`src/rtl/pipe_pkg.sv`:
```
// Shared types and constants for the pipeline stage registers of the MIPS32 core.
// Provides the stage-occupancy enum, ID/EX default widths and control-bundle field layout.
package pipe_pkg;

  // Encoding mirrors {skid_valid, main_valid}; 2'b10 is the unreachable combination
  typedef enum logic [1:0] {
    ST_EMPTY = 2'b00,
    ST_FULL  = 2'b01,
    ST_SKID  = 2'b11
  } stage_state_e;

  // ID/EX default widths
  localparam int unsigned IDEX_CTRL_W  = 9;
  localparam int unsigned IDEX_DATA_W  = 32;
  localparam int unsigned IDEX_NUM_OPS = 5;

  // Control-bundle bit positions (ID/EX layout)
  localparam int unsigned CB_BRANCH    = 0;
  localparam int unsigned CB_ALU_OP    = 1;  // occupies [2:1]
  localparam int unsigned CB_ALU_OP_W  = 2;
  localparam int unsigned CB_MEMTO_REG = 3;
  localparam int unsigned CB_MEM_WRITE = 4;
  localparam int unsigned CB_MEM_READ  = 5;
  localparam int unsigned CB_ALU_SRC   = 6;
  localparam int unsigned CB_REG_WRITE = 7;
  localparam int unsigned CB_REG_DST   = 8;

  // Structured view of the ID/EX control bundle, same bit layout as the CB_* indices
  typedef struct packed {
    logic       reg_dst;
    logic       reg_write;
    logic       alu_src;
    logic       mem_read;
    logic       mem_write;
    logic       memto_reg;
    logic [1:0] alu_op;
    logic       branch;
  } idex_ctrl_t;

  // Decode the occupancy state from the two valid bits
  function automatic stage_state_e stage_state(input logic main_v, input logic skid_v);
    if (skid_v)      return ST_SKID;
    else if (main_v) return ST_FULL;
    else             return ST_EMPTY;
  endfunction

endpackage

```
`src/rtl/sat_counter.sv`:
```
// Saturating up-counter with synchronous clear (clear wins over increment).
// Ports: clk, rst (async active-low), clr, inc, count[W-1:0] (registered).
module sat_counter
  import pipe_pkg::*;
#(
  parameter int unsigned W = 16
) (
  input  logic         clk,
  input  logic         rst,
  input  logic         clr,
  input  logic         inc,
  output logic [W-1:0] count
);

  // Count up to all-ones and hold there
  always_ff @(posedge clk or negedge rst) begin
    if (!rst) begin
      count <= '0;
    end else if (clr) begin
      count <= '0;
    end else if (inc && (count != '1)) begin
      count <= count + W'(1);
    end
  end

endmodule

```
`src/rtl/pipe_stage_skid.sv`:
```
// Valid/ready pipeline stage register with a 2-entry skid buffer (main + skid).
// Carries a control bundle and NUM_OPS operands; full throughput with in_ready
// derived only from registered state (and flush). Adds synchronous flush,
// bubble control value when idle, and a saturating back-pressure cycle counter.
// Ports:
//   clk, rst (async active-low)
//   in_valid/in_ready/in_ctrl/in_data   upstream handshake and payload
//   flush                               kill all held beats
//   out_valid/out_ready/out_ctrl/out_data downstream handshake and payload
//   stat_clr, stall_cnt                 clear / count of out_valid && !out_ready cycles
module pipe_stage_skid
  import pipe_pkg::*;
#(
  parameter int unsigned       DATA_W      = IDEX_DATA_W,
  parameter int unsigned       NUM_OPS     = IDEX_NUM_OPS,
  parameter int unsigned       CTRL_W      = IDEX_CTRL_W,
  parameter logic [CTRL_W-1:0] CTRL_BUBBLE = '0,
  parameter int unsigned       CNT_W       = 16
) (
  input  logic                      clk,
  input  logic                      rst,
  input  logic                      in_valid,
  output logic                      in_ready,
  input  logic [CTRL_W-1:0]         in_ctrl,
  input  logic [NUM_OPS*DATA_W-1:0] in_data,
  input  logic                      flush,
  output logic                      out_valid,
  input  logic                      out_ready,
  output logic [CTRL_W-1:0]         out_ctrl,
  output logic [NUM_OPS*DATA_W-1:0] out_data,
  input  logic                      stat_clr,
  output logic [CNT_W-1:0]          stall_cnt
);

  localparam int unsigned PAY_W = NUM_OPS * DATA_W;

  logic              main_valid, main_valid_n;
  logic              skid_valid, skid_valid_n;
  logic [CTRL_W-1:0] main_ctrl,  main_ctrl_n;
  logic [PAY_W-1:0]  main_data,  main_data_n;
  logic [CTRL_W-1:0] skid_ctrl,  skid_ctrl_n;
  logic [PAY_W-1:0]  skid_data,  skid_data_n;

  stage_state_e state;
  logic         acc;
  logic         tak;

  // Handshake view; flush blocks both transfers in its cycle
  assign in_ready  = !skid_valid && !flush;
  assign out_valid = main_valid && !flush;
  assign out_ctrl  = out_valid ? main_ctrl : CTRL_BUBBLE;
  assign out_data  = main_data;

  assign acc   = in_valid && in_ready;
  assign tak   = out_valid && out_ready;
  assign state = stage_state(main_valid, skid_valid);

  // State and payload registers
  always_ff @(posedge clk or negedge rst) begin
    if (!rst) begin
      main_valid <= 1'b0;
      skid_valid <= 1'b0;
      main_ctrl  <= '0;
      main_data  <= '0;
      skid_ctrl  <= '0;
      skid_data  <= '0;
    end else begin
      main_valid <= main_valid_n;
      skid_valid <= skid_valid_n;
      main_ctrl  <= main_ctrl_n;
      main_data  <= main_data_n;
      skid_ctrl  <= skid_ctrl_n;
      skid_data  <= skid_data_n;
    end
  end

  // Next-state: skid entry is always older than the input, so it drains first
  always_comb begin
    main_valid_n = main_valid;
    skid_valid_n = skid_valid;
    main_ctrl_n  = main_ctrl;
    main_data_n  = main_data;
    skid_ctrl_n  = skid_ctrl;
    skid_data_n  = skid_data;

    if (flush) begin
      main_valid_n = 1'b0;
      skid_valid_n = 1'b0;
    end else begin
      case (state)
        ST_EMPTY: begin
          if (acc) begin
            main_valid_n = 1'b1;
            main_ctrl_n  = in_ctrl;
            main_data_n  = in_data;
          end
        end
        ST_FULL: begin
          if (acc && tak) begin
            main_ctrl_n = in_ctrl;
            main_data_n = in_data;
          end else if (tak) begin
            main_valid_n = 1'b0;
          end else if (acc) begin
            skid_valid_n = 1'b1;
            skid_ctrl_n  = in_ctrl;
            skid_data_n  = in_data;
          end
        end
        ST_SKID: begin
          if (tak) begin
            skid_valid_n = 1'b0;
            main_ctrl_n  = skid_ctrl;
            main_data_n  = skid_data;
          end
        end
        default: begin
          main_valid_n = 1'b0;
          skid_valid_n = 1'b0;
        end
      endcase
    end
  end

  // Back-pressure statistics
  sat_counter #(
    .W (CNT_W)
  ) u_stall_cnt (
    .clk   (clk),
    .rst   (rst),
    .clr   (stat_clr),
    .inc   (out_valid && !out_ready),
    .count (stall_cnt)
  );

  // Skid entry can only be occupied behind a valid main entry
  a_no_orphan_skid: assert property (@(posedge clk) disable iff (!rst) (main_valid || !skid_valid));

endmodule
```
`config.mk`:
```
export PLATFORM = sky130hd
export DESIGN_NAME = pipe_stage_skid
export DESIGN_NICKNAME = d
export VERILOG_FILES = /design/src/rtl/pipe_pkg.sv /design/src/rtl/sat_counter.sv /design/src/rtl/pipe_stage_skid.sv
export SDC_FILE = /design/constraint.sdc
export NUM_CORES = 1
export LEC_CHECK = 0
export CORE_MARGIN = 10
export CORE_UTILIZATION = 45
export DETAILED_ROUTE_END_ITERATION = 8
export DONT_BUFFER_PORTS = 1
export PLACE_DENSITY = 0.67
export SLEW_MARGIN = 20
export SYNTH_ARGS = -nofsm -noshare
export SYNTH_HDL_FRONTEND = slang
export SYNTH_HIERARCHICAL = 1
export SYNTH_SLANG_ARGS = --single-unit
```
`constraint.sdc`:
```
create_clock -name clk -period 2.27 [get_ports clk]
set_input_delay 0.3405 -clock clk [delete_from_list [all_inputs] [get_ports clk]]
set_output_delay 0.3405 -clock clk [all_outputs]
set_load 0.1 [all_outputs]
```
==> qor.csv, run 1 <==
stage;metric;value;unit
place;dp.cells;1475;
detailed_routing;first_pass_iters;4;
setup_path;crit_fanout;10;
floorplanning;num_rows;69;
power;p_seq_share;61.1;%
power;finalPower;0.0238;W
synth;ys.flop_type;dfrtp_1;
setup_path;crit_type;reg -> out;
floorplanning;die_area;43700;um2
setup_path;crit_slowest_cell;dfrtp_1;
finish;layout.nets;1408;
finish;drive_gt1_share;51.1;%
place;port_buffers;0;
power;p_switching;0.0103;W
power;pwr-share-clk;25.7;%
cts;clock-root-buffer;clkbuf_16;
synth;synthTopCellsByArea;dfrtp_1, mux2_2, mux2_4, buf_6, buf_4;
min_path;hold_class;in -> async;
cts;cts_buffer_depth;3;
setup_path;max_stage_delay;420;ps
detailed_routing;drt_iter0_drc;444;
detailed_routing;wl_per_cell;23.6;um
synth;synth_edf_count;0;
finish;syn_to_final_growth;23.5;%
place;dp_hpwl;24500;um
setup_path;start_kind;flop;
detailed_routing;antenna_left;0;
timing;setup_violations;0;
floorplanning;die_w;209;um
synth;yosysSeqAreaShare;55.3;%
cts;numCtsBuffers;40;
power;p_int;0.0136;W
floorplanning;fp.dieH;209;um
setup_path;path_cells;nand2b_1 > inv_1 > and2_2 > buf_12;
timing;report.final.slew_viol_count;0;
detailed_routing;routed_wirelength;40600;um
global_routing;grt_max_degree;357;
finish;num-fill-cells;2788;
floorplanning;core-area;35400;um2
timing;fin_crit;2110;ps
cts;cts.htree.levels;2;
global_routing;grt_pass1_vias;10200;
detailed_routing;avgViaCountPerCell;5.39;
global_routing;grt_use_total;18.2;%
synth;syn_avg_cell_area;15.7;um2
place;dp_slack;129;ps
global_routing;antenna_found_initial;1;
synth;syn_inst;1025;
timing;rsz0062_at_grt;false;
cts;clk_latency;540;ps
setup_path;worst_ep_arrival_time;1770;ps
power;cellLeakagePower;8.80;nW
cts;clkSinkCount;356;
synth;synthDistinctLibCells;37;
synth;synth_top_area_cell;dfrtp_1;
cts;cts_hold_buffers;175;
timing;timing.final.ws_setup;158;ps
timing;final.setup.tns;0;ps
timing;max-slew-margin-rel;34.2;%
timing;period_share;93.0;%
synth;synth.cell_area;16100;um2
floorplanning;start_util;45.5;%
finish;antennaDiodeCount;0;
synth;synth_common_cells;mux2_2, dfrtp_1, mux2_4, buf_2, clkbuf_1;
finish;seqCellArea;8920;um2
setup_path;critical_path.startpoint;main_valid;
job;maxCapViolations;0;
cts;cts_tree;done;
synth;yosys.area.top_type_share;55.3;%
setup_path;r2r-start;skid_valid;
setup_path;worstPathRequired;1930;ps
finish;fin_cells;1720;
setup_path;crit_buf_inv;2;
run_status;violations;hold timing;
timing;final-hold-violation-count;356;
global_routing;grt_pass1_wl;63500;um
timing;timing.hold.ws;-506;ps
cts;clk_pin_slew;60;ps
run_status;outcome;complete, but fails checks;
timing;worst_pin_slew;987;ps
timing;clock.fmax;0.474;GHz
synth;synth.most_common_cell;mux2_2;
place;gp_congestion;0.743;
synth;ys_ff_latch;356;
timing;finClkSkew;10.3;ps
floorplanning;io_pins;362;
power;power_density;1200;nW/um2
synth;yosysWarnings;6;
power;p_comb_share;13.2;%
setup_path;critPathCaptureType;primary output;
power;sw_frac_of_total;43.1;%
synth;synth_nets;1201;
detailed_routing;vias;9265;
setup_path;critPathTopFamily;buffers and inverters;
finish;multi_input_area;6790;um2
global_routing;grt_overflow;0;
detailed_routing;drc;0;
power;ir_worst_vdd;851;uV
synth;synthArstFlopShare;100;%
area by class of cell:
cell class / instances / share of cell area, %
well taps: 461 / 2.90
inverters: 5 / 0.113
clock inverters: 10 / 0.289
flip-flops and latches: 356 / 44.9
multi-input cells: 603 / 34.1
clock buffers: 59 / 5.90
repair inverters: 1 / 0.0252
repair buffers: 225 / 11.8
cells in the final DEF, fill, tap and decap left out, types with 7 or more instances in the layout:
cell             n
a21oi_1         13
and2_2           9
buf_12          17
buf_4           33
clkbuf_1        10
clkbuf_16       41
clkbuf_8         8
clkinv_2         8
dfrtp_1        349
dlygate4sd3_1  175
mux2_1           8
mux2_2         393
mux2_4         110
nand2_1          7
o31ai_1          7
worst paths after layout:
path                            slack [ps]                    end  depth (start not counted)
worst max register to register         180          out_data[133]                          5
min in group clk                        30  u_stall_cnt/count[11]                          2
worst min register to register         490           main_ctrl[8]                          1
worst max-delay path                   160            out_ctrl[7]                          4
max in group asynchronous             2160  u_stall_cnt/count[11]                          0
worst min-delay path                  -510           out_data[52]                          0
flip-flops by register name, summed over array words and instances (netlist names):
name               flops
main_ctrl              9
out_data             160
main_valid             1
skid_valid             1
u_stall_cnt/count     16
skid_data            160
skid_ctrl              9
power groups by stage:
stage          clock network (W)  logic [W]  registers, W
2_1_floorplan                  0    0.00242        0.0143
5_1_grt                  0.00655    0.00339        0.0148
4_1_cts                  0.00628    0.00317        0.0146
3_3_place_gp                   0    0.00278        0.0146
6_report                 0.00611    0.00315        0.0146
3_5_place_dp                   0    0.00288        0.0146
per-layer routing:
layer  GRT usage (%)  wire [um]
met1            21.8      16200
met5               0          0
met4            4.64        767
met2            29.2      19500
met3            8.29       4130
per-stage QoR:
stage | util (%) | cell area [um2]
2_1_floorplan | - | 16100
3_3_place_gp | 47.7 | 16900
3_5_place_dp | 47.7 | 16900
4_1_cts | 56.1 | 19900
5_1_grt | 56.2 | 19900
6_report | 56.2 | 19900
cell families after synthesis:
family | Yosys count | synth area share [%]
AO/OA/AOI/OAI | 29 | 1.21
adder cells (fa/ha/maj) | 1 | 0.0777
buffers and inverters | 66 | 2.64
flip-flops | 356 | 55.3
multiplexers | 511 | 38.3
AND/OR/NAND/NOR | 62 | 2.42
timing repair:
item                                   in CTS  in global routing
endpoints found under the hold margin     541                356
resized for setup                           0                  2
setup buffers                               0                  0
setup endpoints to repair                   0                  3
(Power assumes the default switching activity.)
==> inputs of run 2 (changes only) <==
--- a/config.mk
+++ b/config.mk
@@ -9,7 +9,8 @@
 export CORE_UTILIZATION = 45
 export DETAILED_ROUTE_END_ITERATION = 8
 export DONT_BUFFER_PORTS = 1
-export PLACE_DENSITY = 0.67
+export MAX_ROUTING_LAYER = met4
+export PLACE_DENSITY = 0.69
 export SLEW_MARGIN = 20
 export SYNTH_ARGS = -nofsm -noshare
 export SYNTH_HDL_FRONTEND = slang
==> constraint.sdc (replaced) <==
create_clock -name clk -period 1.7 [get_ports clk]
set_input_delay 0.255 -clock clk [delete_from_list [all_inputs] [get_ports clk]]
set_output_delay 0.255 -clock clk [all_outputs]
set_load 0.1 [all_outputs]
==> qor.csv, run 2 (synthesis results as in run 1) <==
stage;metric;value;unit;change
detailed_routing;vias;10400;;was 9,265
cts;numCtsBuffers;40;;unchanged
setup_path;crit_type;reg -> reg;;was reg -> out
power;p_comb_share;41.0;%;was 13.2%
setup_path;r2r_cells;5;;unchanged
timing;final-hold-violation-count;356;;unchanged
timing;max-slew-margin-rel;41.3;%;was 34.2%
power;finalPower;0.0357;W;was 0.0238 W
global_routing;grt_pass1_vias;11300;;was 10,200
power;power_density;1530;nW/um2;was 1200 nW/um2
detailed_routing;drc;0;;unchanged
detailed_routing;first_pass_iters;6;;was 4
global_routing;grt_use_total;20.2;%;was 18.2%
job;maxCapViolations;0;;unchanged
timing;rsz0062_at_grt;true;;was false
global_routing;grt_pass1_wl;68300;um;was 63,500 um
timing;worst_pin_slew;878;ps;was 987 ps
place;dp.cells;1664;;was 1,475
setup_path;worstPathRequired;2150;ps;was 1930 ps
cts;clkSinkCount;356;;unchanged
cts;clk_pin_slew;60;ps;about the same
finish;final_util;66.0;%;was 56.2%
run_status;violations;hold timing, setup timing;;was hold timing
finish;syn_to_final_growth;45.2;%;was 23.5%
power;p_int;0.0211;W;was 0.0136 W
finish;final_area;23400;um2;was 19,900 um2
cts;cts_buffer_depth;3;;unchanged
detailed_routing;wl_per_cell;24.3;um;was 23.6 um
floorplanning;start_util;45.5;%;unchanged
setup_path;crit_fanout;8;;was 10
power;ir_worst_vdd;1340;uV;was 851 uV
floorplanning;core-area;35400;um2;unchanged
setup_path;worst_ep_arrival_time;2480;ps;was 1770 ps
setup_path;start_kind;flop;;unchanged
setup_path;max_stage_delay;490;ps;was 420 ps
cts;cts_hold_buffers;173;;was 175
detailed_routing;antenna_left;0;;unchanged
global_routing;grt_max_degree;357;;unchanged
finish;final_common_cell;dfrtp_1;;was mux2_2
cts;cts_tree;done;;unchanged
power;cellLeakagePower;10.8;nW;was 8.80 nW
cts;clk_latency;560;ps;was 540 ps
detailed_routing;avgViaCountPerCell;5.30;;was 5.39
timing;setup_violations;361;;was 0
finish;mostFrequentLayoutCells;dfrtp_1, mux2_4, mux2_2;;was mux2_2, dfrtp_1, dlygate4sd3_1
power;p_switching;0.0146;W;was 0.0103 W
timing;finClkSkew;16.7;ps;was 10.3 ps
timing;period_share;119;%;
place;placed_area;18900;um2;was 16,900 um2
timing;report.final.slew_viol_count;0;;unchanged
cts;clock-root-buffer;clkbuf_16;;unchanged
floorplanning;io_pins;362;;unchanged
setup_path;crit_slowest_cell;dfrtp_4;;was dfrtp_1
timing;clock.fmax;0.492;GHz;
floorplanning;fp.dieH;209;um;unchanged
finish;fin_cells;1968;;was 1,720
min_path;hold_class;in -> async;;unchanged
floorplanning;num_rows;69;;unchanged
finish;num-fill-cells;2331;;was 2,788
global_routing;grt_overflow;0;;unchanged
place;gp_congestion;0.780;;was 0.743
timing;fin_crit;2030;ps;
run_status;outcome;complete, but fails checks;;unchanged
floorplanning;die_w;209;um;unchanged
detailed_routing;drt_iter0_drc;558;;was 444
cts;cts.htree.levels;2;;unchanged
power;sw_frac_of_total;41.0;%;was 43.1%
detailed_routing;routed_wirelength;47900;um;was 40,600 um
setup_path;critPathCaptureType;flop;;was primary output
finish;layout.nets;1645;;was 1,408
global_routing;antenna_found_initial;5;;was 1
finish;drive_gt1_share;60.8;%;was 51.1%
place;dp_hpwl;27100;um;was 24,500 um
place;port_buffers;0;;unchanged
floorplanning;die_area;43700;um2;unchanged
power;p_seq_share;33.6;%;was 61.1%
setup_path;path_cells;buf_8 > nand2b_4 > or3_4 > bufbuf_16 > mux2_4;;was nand2b_1 > inv_1 > and2_2 > buf_12
timing;timing.hold.ws;-600;ps;was -506 ps
power;pwr-share-clk;25.4;%;was 25.7%
timing;timing.final.ws_setup;-331;ps;was 158 ps
[run 2: worst paths after layout]
path	slack, ps	to	from
max reg2reg	-330	skid_data[136]	skid_valid
min reg2reg	500	skid_data[46]	skid_data[46]
min in group clk	90	u_stall_cnt/count[1]	out_ready
max	-330	skid_data[136]	skid_valid
max in group asynchronous	1790	skid_data[74]	rst
min	-600	skid_data[15]	rst
[run 2: metal layers]
layer / wire, um / up-vias / share of wire, % / global-route usage (%)
met1: 20200 / 5457 / 42 / 24.3
met4: 1200 / 0 / 2.5 / 6.30
met2: 23800 / 286 / 50 / 32.5
li1: - / 4617 / - / -
met3: 2710 / 77 / 5.7 / 5.35
met5: 0 / - / 0 / -
[run 2: power by group through the flow]
| stage | Sequential (W) | Clock, W | Combinational [W] |
|---|---|---|---|
| finish | 0.0120 | 0.00908 | 0.0146 |
| global route | 0.0122 | 0.00960 | 0.0150 |
| CTS | 0.0119 | 0.00923 | 0.0142 |
| detailed placement | 0.0120 | 0 | 0.0136 |
| global placement | 0.0118 | 0 | 0.0135 |
| floorplan | 0.0191 | 0 | 0.00368 |
[run 2: critical path, delay by kind of cell, from the launching register on]
| family | cells | cell delay, ps |
|---|---|---|
| simple gates | 2 | 650 |
| flops | 1 | 490 |
| buf+inv | 2 | 480 |
| mux | 1 | 300 |
[run 2: area by class of cell]
type	count	area, um2	share of cell area [%]
timing repair buffer	459	4900	21.0
timing repair inverter	1	7.51	0.0321
inverter	5	22.5	0.0964
antenna	6	15.0	0.0642
sequential	356	8970	38.4
clock buffer	60	1190	5.09
tap	461	577	2.47
multi-input combinational	606	7490	32.1
clock inverter	14	194	0.830
[run 2: stage by stage]
step / TNS (ps) / worst slack, ps
final: -82350 / -331
after detailed placement: -75970 / -270
after global routing: -97160 / -380
after global placement: -64130 / -226
after floorplan: -10310 / -177
after CTS: -94920 / -334
[run 2: timing repair]
| action | in CTS | in global routing |
|---|---|---|
| cloned | 8 | 24 |
| pin swaps | 11 | 7 |
| gates resized for setup | 30 | 111 |
| buffers inserted | 9 | 11 |
| setup endpoints to repair | 367 | 369 |
| hold endpoints to repair | 712 | 356 |
==> inputs of run 3 (changes only) <==
--- a/config.mk
+++ b/config.mk
@@ -9,6 +9,7 @@
 export CORE_UTILIZATION = 45
 export DETAILED_ROUTE_END_ITERATION = 8
 export DONT_BUFFER_PORTS = 1
+export GPL_TIMING_DRIVEN = 0
 export MAX_ROUTING_LAYER = met4
 export PLACE_DENSITY = 0.69
 export SLEW_MARGIN = 20
==> qor.csv, run 3 (synthesis results as in run 1) <==
stage;metric;value;unit;change
setup_path;crit_slowest_cell;clkinvlp_4;;was dfrtp_4
timing;finClkSkew;8.92;ps;was 16.7 ps
run_status;outcome;complete, but fails checks;;unchanged
finish;final_util;64.2;%;was 66.0%
run_status;violations;hold timing, setup timing;;unchanged
cts;cts.htree.levels;2;;unchanged
global_routing;antenna_found_initial;4;;was 5
timing;timing.final.ws_setup;-605;ps;was -331 ps
finish;seqCellArea;9170;um2;was 8970 um2
power;power_density;1490;nW/um2;was 1530 nW/um2
finish;multi_input_area;7420;um2;was 7490 um2
timing;timing.hold.ws;-584;ps;was -600 ps
detailed_routing;avgViaCountPerCell;5.40;;was 5.30
place;gp_congestion;0.781;;was 0.780
setup_path;start_kind;flop;;unchanged
timing;fin_crit;2310;ps;was 2030 ps
cts;clk_latency;540;ps;was 560 ps
setup_path;max_stage_delay;510;ps;was 490 ps
cts;numCtsBuffers;40;;unchanged
cts;cts_buffer_depth;3;;unchanged
floorplanning;core-area;35400;um2;unchanged
power;cellLeakagePower;9.98;nW;was 10.8 nW
cts;cts_tree;done;;unchanged
timing;clock.fmax;0.434;GHz;was 0.492 GHz
floorplanning;die_w;209;um;unchanged
timing;worst_pin_slew;969;ps;was 878 ps
finish;mostFrequentLayoutCells;mux2_2, mux2_4, dfrtp_1;;was dfrtp_1, mux2_4, mux2_2
finish;syn_to_final_growth;41.2;%;was 45.2%
cts;cts_hold_buffers;173;;unchanged
setup_path;critPathTopFamily;simple AND/OR/NAND/NOR gates;;unchanged
min_path;hold_class;in -> async;;unchanged
setup_path;worst_ep_arrival_time;2050;ps;was 2480 ps
floorplanning;die_area;43700;um2;unchanged
cts;clk_pin_slew;60;ps;about the same
cts;clock-root-buffer;clkbuf_16;;unchanged
setup_path;path_cells;nand2b_4 > clkinvlp_4 > and2_4;;was buf_8 > nand2b_4 > or3_4 > bufbuf_16 > mux2_4
detailed_routing;vias;9852;;was 10,400
setup_path;crit_fanout;6;;was 8
timing;final-hold-violation-count;356;;unchanged
detailed_routing;first_pass_iters;4;;was 6
detailed_routing;routed_wirelength;46300;um;was 47,900 um
global_routing;grt_pass1_wl;66900;um;was 68,300 um
power;ir_worst_vdd;1310;uV;was 1340 uV
detailed_routing;drt_iter0_drc;440;;was 558
floorplanning;io_pins;362;;unchanged
place;port_buffers;0;;unchanged
finish;drive_gt1_share;69.4;%;was 60.8%
setup_path;crit_type;reg -> out;;was reg -> reg
power;finalPower;0.0339;W;was 0.0357 W
setup_path;worstPathRequired;1440;ps;was 2150 ps
setup_path;crit_buf_inv;1;;was 2
timing;report.final.slew_viol_count;0;;unchanged
place;dp_slack;-603;ps;was -270 ps
floorplanning;fp.dieH;209;um;unchanged
floorplanning;num_rows;69;;unchanged
timing;rsz0062_at_grt;true;;unchanged
finish;final_common_cell;mux2_2;;was dfrtp_1
timing;period_share;136;%;was 119%
cts;clkSinkCount;356;;unchanged
timing;max-slew-margin-rel;35.4;%;was 41.3%
detailed_routing;wl_per_cell;25.4;um;was 24.3 um
global_routing;grt_use_total;19.9;%;was 20.2%
detailed_routing;antenna_left;0;;unchanged
global_routing;grt_pass1_vias;10800;;was 11,300
finish;layout.nets;1506;;was 1,645
timing;setup_violations;366;;was 361
finish;final_area;22700;um2;was 23,400 um2
job;maxCapViolations;0;;unchanged
global_routing;grt_overflow;0;;unchanged
global_routing;grt_max_degree;357;;unchanged
place;dp_hpwl;27100;um;about the same
detailed_routing;drc;0;;unchanged
finish;num-fill-cells;2421;;was 2,331
place;placed_area;17200;um2;was 18,900 um2
timing;final.setup.tns;-134440;ps;was -82,350 ps
floorplanning;start_util;45.5;%;unchanged
setup_path;critPathCaptureType;primary output;;was flop
run 3: cell types whose count changed in the layout (fill, tap and decap cells not counted), sizes merged, moves of 2 or more:
cell and change:
buf -165, clkbuf +23, bufbuf +6, or3 -3, diode -2, inv -2
run 3: per-layer routing:
metal	wire length, um	track usage, %
met1	19000	23.8
met4	875	5.23
met2	22900	31.7
met3	3430	6.61
met5	0	-
run 3: worst paths after layout:
kind                               start            end  slack [ps]  depth (start not counted)
min                                  rst   out_data[10]        -580                          0
min in group clk            in_data[127]  out_data[127]          20                          2
min reg2reg                skid_data[26]  skid_data[26]         500                          1
max in group asynchronous            rst  out_data[118]        1560                          0
max                           main_valid    out_ctrl[6]        -610                          3
max reg2reg                   skid_valid  out_data[112]        -560                          9
run 3: per-stage QoR:
step	hold WS [ps]	std cells
2_1_floorplan	-40.6	1025
3_3_place_gp	-28.2	1486
3_5_place_dp	-28.9	1486
4_1_cts	-600	1779
5_1_grt	-612	1823
6_report	-584	1823
run 3: layout make-up:
| type | count | area share [%] |
|---|---|---|
| well taps | 461 | 2.54 |
| diodes | 4 | 0.0440 |
| multi-input cells | 603 | 32.6 |
| repair inverters | 1 | 0.0330 |
| clock buffers | 60 | 5.22 |
| flip-flops and latches | 356 | 40.3 |
| repair buffers | 265 | 14.7 |
| clock inverters | 10 | 0.672 |
| inverters | 5 | 0.0991 |
| plain buffers | 58 | 3.75 |
run 3: repair_timing:
item	CTS	global route
setup buffers	32	24
setup endpoints to repair	518	525
resized for setup	122	257
gates cloned	18	23
endpoints found under the hold margin	692	356
pin swaps	30	20
run 3: power by group:
part | leakage (nW) | switching [W] | internal (W)
registers | 4.13 | 0.00921 | 0.0107
clock network | 0.658 | 0.00345 | 0.00542
logic | 5.19 | 0.00144 | 0.00360
